==> src/rtl/pc_pkg.sv <==
// Shared types and constants for the fetch-PC generator.
// Optional trap redirect is enabled by defining PC_TRAP_EN.
package pc_pkg;

    typedef enum logic [1:0] {
        BOOT = 2'd0,
        RUN  = 2'd1,
        HALT = 2'd2,
        ERR  = 2'd3
    } pc_state_e;

    typedef enum logic [2:0] {
        SEL_HOLD = 3'd0,
        SEL_SEQ  = 3'd1,
        SEL_BR   = 3'd2,
        SEL_JALR = 3'd3,
        SEL_TRAP = 3'd4
    } pc_sel_e;

    localparam int PC_INC = 4;

endpackage

==> src/rtl/pc_redirect_mux.sv <==
// Combinational next-pc priority encoder: trap > jalr > branch > stall > fire > hold.
// Flags a misaligned branch/JALR target; the trap vector is trusted to be aligned.
module pc_redirect_mux
    import pc_pkg::*;
#(
    parameter int          WIDTH       = 32,
    parameter logic [WIDTH-1:0] TRAP_VECTOR = 'h100
) (
    input  logic [WIDTH-1:0] pc,
    input  logic [WIDTH-1:0] pc_plus4,
    input  logic             trap_req,
    input  logic             jalr_en,
    input  logic [WIDTH-1:0] jalr_base,
    input  logic [WIDTH-1:0] jalr_imm,
    input  logic             branch_taken,
    input  logic [WIDTH-1:0] branch_imm,
    input  logic             stall,
    input  logic             fire,
    output pc_sel_e          sel,
    output logic [WIDTH-1:0] next_pc,
    output logic             misalign
);

    logic [WIDTH-1:0] jalr_target;
    logic [WIDTH-1:0] br_target;

    always_comb begin
        jalr_target = (jalr_base + jalr_imm) & ~WIDTH'(1);
        br_target   = pc + branch_imm;
        sel         = SEL_HOLD;
        next_pc     = pc;
        misalign    = 1'b0;
        if (trap_req) begin
            sel     = SEL_TRAP;
            next_pc = TRAP_VECTOR;
        end else if (jalr_en) begin
            sel      = SEL_JALR;
            next_pc  = jalr_target;
            misalign = |jalr_target[1:0];
        end else if (branch_taken) begin
            sel      = SEL_BR;
            next_pc  = br_target;
            misalign = |br_target[1:0];
        end else if (stall) begin
            sel     = SEL_HOLD;
            next_pc = pc;
        end else if (fire) begin
            sel     = SEL_SEQ;
            next_pc = pc_plus4;
        end
    end

endmodule

==> src/rtl/pc_gen.sv <==
// Fetch-PC generator: BOOT/RUN/HALT/ERR FSM, pc register and misalign pulse.
// Define PC_TRAP_EN to add trap_req/epc and redirect faults to TRAP_VECTOR.
module pc_gen
    import pc_pkg::*;
#(
    parameter int               WIDTH        = 32,
    parameter logic [WIDTH-1:0] RESET_VECTOR = 'h0,
    parameter logic [WIDTH-1:0] TRAP_VECTOR  = 'h100
) (
    input  logic             clk,
    input  logic             rst_n,
    input  logic             branch_taken,
    input  logic [WIDTH-1:0] branch_imm,
    input  logic             jalr_en,
    input  logic [WIDTH-1:0] jalr_base,
    input  logic [WIDTH-1:0] jalr_imm,
    input  logic             stall,
    input  logic             halt,
    input  logic             fetch_ready,
    output logic             fetch_valid,
    output logic [WIDTH-1:0] pc,
    output logic [WIDTH-1:0] pc_plus4,
    output logic             misalign,
`ifdef PC_TRAP_EN
    input  logic             trap_req,
    output logic [WIDTH-1:0] epc,
`endif
    output pc_state_e        state
);

    // Handshake: a fetch of pc completes on an edge where fetch_valid && fetch_ready;
    // fetch_valid is high only in RUN and pc stays stable until the fetch completes or a redirect wins.

    pc_state_e        state_next;
    pc_sel_e          sel;
    logic [WIDTH-1:0] next_pc;
    logic             mis_cand;
    logic             fire;
    logic             trap_in;

`ifdef PC_TRAP_EN
    assign trap_in = trap_req;
`else
    assign trap_in = 1'b0;
`endif

    assign fetch_valid = (state == RUN);
    assign fire        = fetch_valid & fetch_ready;
    assign pc_plus4    = pc + WIDTH'(PC_INC);

    pc_redirect_mux #(
        .WIDTH       (WIDTH),
        .TRAP_VECTOR (TRAP_VECTOR)
    ) u_mux (
        .pc           (pc),
        .pc_plus4     (pc_plus4),
        .trap_req     (trap_in),
        .jalr_en      (jalr_en),
        .jalr_base    (jalr_base),
        .jalr_imm     (jalr_imm),
        .branch_taken (branch_taken),
        .branch_imm   (branch_imm),
        .stall        (stall),
        .fire         (fire),
        .sel          (sel),
        .next_pc      (next_pc),
        .misalign     (mis_cand)
    );

    always_ff @(posedge clk or negedge rst_n) begin
        if (!rst_n) begin
            state <= BOOT;
        end else begin
            state <= state_next;
        end
    end

    always_comb begin
        state_next = state;
        case (state)
            BOOT: state_next = RUN;
            RUN: begin
`ifdef PC_TRAP_EN
                if (halt) state_next = HALT;
`else
                if (mis_cand)  state_next = ERR;
                else if (halt) state_next = HALT;
`endif
            end
            HALT: if (!halt) state_next = RUN;
            ERR:  state_next = ERR;
            default: state_next = BOOT;
        endcase
    end

    // pc only moves in RUN; a misaligned target is never loaded into pc.
    always_ff @(posedge clk or negedge rst_n) begin
        if (!rst_n) begin
            pc       <= RESET_VECTOR;
            misalign <= 1'b0;
        end else if (state == RUN) begin
            misalign <= mis_cand;
            if (mis_cand) begin
`ifdef PC_TRAP_EN
                pc <= TRAP_VECTOR;
`endif
            end else if (sel != SEL_HOLD) begin
                pc <= next_pc;
            end
        end else begin
            misalign <= 1'b0;
        end
    end

`ifdef PC_TRAP_EN
    always_ff @(posedge clk or negedge rst_n) begin
        if (!rst_n) begin
            epc <= '0;
        end else if (state == RUN && (mis_cand || sel == SEL_TRAP)) begin
            epc <= pc;
        end
    end
`endif

endmodule

==> config.mk <==
export PLATFORM = sky130hd
export DESIGN_NAME = pc_gen
export DESIGN_NICKNAME = d
export VERILOG_FILES = /design/src/rtl/pc_pkg.sv /design/src/rtl/pc_redirect_mux.sv /design/src/rtl/pc_gen.sv
export SDC_FILE = /design/constraint.sdc
export NUM_CORES = 1
export LEC_CHECK = 0
export ABC_CLOCK_PERIOD_IN_PS = 3900
export BUFFER_PORTS_ARGS = -buffer_cell sky130_fd_sc_hd__clkbuf_2
export CAP_MARGIN = 20
export CORE_ASPECT_RATIO = 2
export CORE_UTILIZATION = 55
export CTS_BUF_LIST = sky130_fd_sc_hd__clkbuf_8
export DETAILED_ROUTE_END_ITERATION = 10
export PLACE_DENSITY = 0.84
export SLEW_MARGIN = 0
export SYNTH_ARGS = -nofsm -noshare
export SYNTH_HDL_FRONTEND = slang
export SYNTH_SLANG_ARGS = --single-unit
==> constraint.sdc <==
create_clock -name clk -period 3.9 [get_ports clk]
set_input_delay 0.39 -clock clk [delete_from_list [all_inputs] [get_ports clk]]
set_output_delay 0.39 -clock clk [all_outputs]
set_load 0.01 [all_outputs]
# Word-level counts from Yosys, hierarchy flattened
# Cells that the tools add are included.
# word_totals
register_bits	35
out_inout_bits	68
wordCells	35
input_bits	103
# op_classes
n_bitwise	2
eq_ne	6
mux	15
add_sub_neg	3
n_reduce_logical	6
# op_table
operator	n
32-bit two-way mux	4
32-bit adder	2
32-bit by 3-bit adder with 32-bit output, second input constant	1
3-bit two-way mux	3
2-bit case mux with 4 select lines	1
2-bit two-way mux	3
3-bit nonzero test	2
5-bit AND reduction	1
2-bit equality test, second input constant	2
1-bit two-way mux	4
3-bit by 2-bit != test with 1-bit output, second input constant	1
3-bit != test, second input constant	1
2-bit by 1-bit equality test with 1-bit output, second input constant	1
2-bit logical NOT	1
2-bit != test, second input constant	1
2-bit AND reduction	1
2-bit OR reduction	1
1-bit AND	1
1-bit inverter	1

# Depth between registers and ports, before layout
# depth
depth_word	8
ltp_mapped	13
mapped_depth_nobuf	12

# Hierarchy
# From an unflattened synthesis, not the netlist that was laid out.
# unflattened
hier_cells	859
area_unflattened_um2	6627.6
# by_module_without_submodules
module	instances	cells_each	seq_area_each_um2	area_per_inst_um2
pc_redirect_mux	1	680	0.0	4665.7
pc_gen	1	179	875.8	1961.9

# Worst setup path after synthesis
# Ideal clock, no wire load.
# synth_timing
path_type	register to register
startpoint	register pc[5]
endpoint	register pc[28]
setup_ns	0.139
required_time_ns	3.761
slack_ns	1.065
arrival_time_ns	2.696
n_path_buf	0
period_less_slack_ns	2.835
stages_incl_launch_ff	10
cell_sequence	dfrtp_1 > ha_1 > a21o_1 > a211o_1 > o211a_1 > or2_4 > a21o_1 > a41oi_2 > mux2i_1 > or4_1
# synth_between
elab_chain_len	5
word_cells_on_any_way	6
classes_between	add/sub: 2; mux: 4
# synth_lines
element	line	text
start, declared	pc_gen.sv:21	output logic [WIDTH-1:0] pc,
start signal, assigned	pc_gen.sv:108	pc <= next_pc;
32-bit by 3-bit adder with 32-bit output	pc_gen.sv:49	assign pc_plus4 = pc + WIDTH'(PC_INC);
32-bit two-way mux	pc_redirect_mux.sv:47	end else if (fire) begin
32-bit two-way mux	pc_redirect_mux.sv:44	end else if (stall) begin
32-bit two-way mux *	pc_redirect_mux.sv:40	end else if (branch_taken) begin
32-bit two-way mux *	pc_redirect_mux.sv:36	end else if (jalr_en) begin
# Every way passes the cells marked *; elsewhere a longest branch is shown, timed or not. The select of a mux whose other input is x is not followed.
# A chain may end at the register's enable or synchronous reset.

# Final worst setup path
# layout_timing
startpoint	register pc[2]
endpoint	register pc[31]
# The elaborated chain is that of the path after synthesis.

==> flow_summary_export.csv <==
group,metric,value,unit
floorplanning,core-area,0.0101,mm2
critical_path,start_kind,"flop",
final_layout,multi_input_area,0.00463,mm2
clocking,clk_latency,0.30,ns
critical_path,worstPathMaxFanout,4,
yosys,synthesis.nets,958,
clocking,cts.sinks,35,
critical_path,cp.required,4.10,ns
timing,period_minus_slack,3.24,ns
floorplanning,die_w,74.5,um
yosys,syn_area_per_cell,7.31,um2
global_routing,track_usage,38.4,%
timing,worst_slew_pin_slew,0.967,ns
critical_path,crit_path_top_delay_cell,"dfrtp_1",
routing,ant_nets,0,
critical_path,crit_chain,"ha_1 -> o211ai_1 -> o21ai_0 -> o2111ai_1 -> nand3_1 -> nand3_1 -> a31oi_1 -> xor2_1 -> a211o_1 -> a22o_1",
yosys,yosysTopAreaCellShare,15.1,%
yosys,syn_inst,791,
routing,drt_iter0_drc,528,
final_layout,n_fill_cell,955,
clocking,cts_tree,"built",
yosys,ys_types,70,
clocking,cts_root_buf,"clkbuf_8",
final_layout,syn2layout_area_growth,17.7,%
placement,port_buffers,170,
critical_path,crit_type,"reg2reg",
timing,finClkSkew,0.0109,ns
flow_run,max-cap-violations,0,
timing,finalSetupTns,0,ns
clocking,cts.repair.resized,0,
yosys,ys_top_cells_by_area,"dfrtp_1 (15%), ha_1 (13%), a21oi_1 (7.6%)",
power,p_leak,3.38,nW
timing,max_clock_freq,0.309,GHz
yosys,synth-seq-cells,35,
worst_hold_path,hp-class,"in2async",
final_layout,seqCellArea,876,um2
global_routing,antenna_found_initial,0,
floorplanning,ios,171,
timing,rsz0062_at_grt,"false",
critical_path,endpoint_kind,"flop",
yosys,yosysMostFrequentCell,"nand2_1",
floorplanning,dieArea,0.0110,mm2
timing,slew_headroom,35.5,%
routing,wl,20500,um
yosys,synth_edf_count,0,
critical_path,worstPathArrival,3.44,ns
routing,vias,6957,
clocking,clockBufferDepth,2,
critical_path,crit_top_cell,"nand3_1",
clocking,post_cts_buffers,0,
critical_path,slowest_delay,0.48,ns
floorplanning,rows,52,
routing,dr.pass1.iters,5,
global_routing,grt_overflow_total,0,
clocking,cts_hold_buf,0,
yosys,synth_flop_cell,"dfrtp_1",
global_routing,grt_pass1_vias,6746,
final_layout,nNetsFinal,1110,
routing,drc,0,
placement,dpl.hpwl,16400,um
yosys,yosysTopAreaCell,"dfrtp_1",
routing,wire_per_inst,19.0,um
critical_path,r2r_slack,0.66,ns
global_routing,grt_pass1_wl,32300,um
clocking,cts_made_buffers,5,
yosys,ys_seq_area_share,15.1,%
yosys,synth_area,0.00578,mm2
power,vdd_drop_max,0.377,mV
routing,drt-vias-per-instance,6.45,
final_layout,drive_gt1_share,21.8,%
floorplanning,die_height,147,um
timing,hold_violations,0,
status,outcome,"complete, no violations",
timing,setup_violations,0,
power,powerDensity,612,mW/mm2
floorplanning,start_util,57.0,%
timing,final.period_utilization,83.0,%
yosys,synthTopCellsByCount,"nand2_1 (90), a21oi_1 (88), ha_1 (62), nor2_1 (62), o21ai_0 (44)",
global_routing,grt_max_degree,41,
yosys,synth_warnings,0,
clocking,cts.htree.levels,2,
yosys,synthArstFlopShare,100,%
placement,gp_congestion,1.02,
timing,drv_slew,0,
clocking,clk_transition_reported_paths,0.08,ns
final_layout,antenna_cells,0,
final_layout,utilization,67.1,%
-- through the flow --
| stage | instance area [um2] | power [W] | hold WS (ns) | instances | worst slack [ns] |
|---|---|---|---|---|---|
| 2_1_floorplan | 5780 | 0.00270 | 0.0944 | 791 | 1.07 |
| 3_3_place_gp | 6720 | 0.00371 | 0.535 | 1071 | 0.786 |
| 3_5_place_dp | 6720 | 0.00374 | 0.543 | 1071 | 0.702 |
| 4_1_cts | 6810 | 0.00403 | 0.247 | 1079 | 0.820 |
| 5_1_grt | 6810 | 0.00446 | 0.266 | 1079 | 0.541 |
| 6_report | 6810 | 0.00417 | 0.223 | 1079 | 0.662 |
-- path summary, 6_finish.rpt --
check                          from  endpoint  cells after the start
max                           pc[2]    pc[31]                     10
min                           rst_n  state[0]                      1
max reg2reg                   pc[2]    pc[31]                     10
min reg2reg                state[0]  state[0]                      2
max in group asynchronous     rst_n    pc[22]                      1
min in group clk               halt  state[0]                      2
-- flip-flops by register name, indices dropped and copies added (netlist names) --
name and count:
misalign 1, pc 32, state 2
-- cells in the final DEF (no fill, tap or decap), types with 18 or more instances in the layout --
cell      instances
clkbuf_2        170
nand2_1          90
a21oi_1          88
nor2_1           62
ha_1             62
o21ai_0          44
xnor2_1          43
dfrtp_1          35
a21o_1           33
xor2_1           28
nand4_1          24
inv_1            23
nor3_1           18
-- cells by family after synthesis --
group / count (synthesis) / share of synthesized area [%]
and+or+nand+nor: 270 / 22.5
AOI/OAI and AO/OA: 279 / 31.1
muxes: 9 / 1.58
adders and majority gates: 64 / 14.1
xor gates and xnor gates: 71 / 10.8
buffers and inverters: 63 / 4.87
DFF: 35 / 15.1
-- report_power, final --
group / switching (W) / internal [W] / total (W)
sequential: 0.000336 / 0.000510 / 0.000846
clock: 0.000157 / 0.000125 / 0.000281
combinational: 0.00181 / 0.00123 / 0.00304
-- metal layers --
metal | vias to the layer above | share of wire, % | global-route usage [%]
met2 | 441 | 52 | 67.1
li1 | 3227 | - | -
met4 | 0 | 8.2 | 27.9
met5 | - | 0 | 0
met1 | 3161 | 33 | 38.3
met3 | 128 | 6.9 | 7.68
-- critical path: cells and delay by family, from the launching register on --
kind / cells / cell delay, ns
compound gates: 6 / 1.75
xor+xnor: 1 / 0.14
fa+ha+maj: 1 / 0.39
flops: 1 / 0.48
simple gates: 2 / 0.38
-- final cells by class --
class	count	share of cell area, %
timing repair buffer	184	14.0
tap	135	2.48
multi-input combinational	693	68.0
clock inverter	3	0.294
clock buffer	5	1.01
sequential	35	12.9
inverter	24	1.32
No activity file was read; power rests on OpenSTA's default activity.
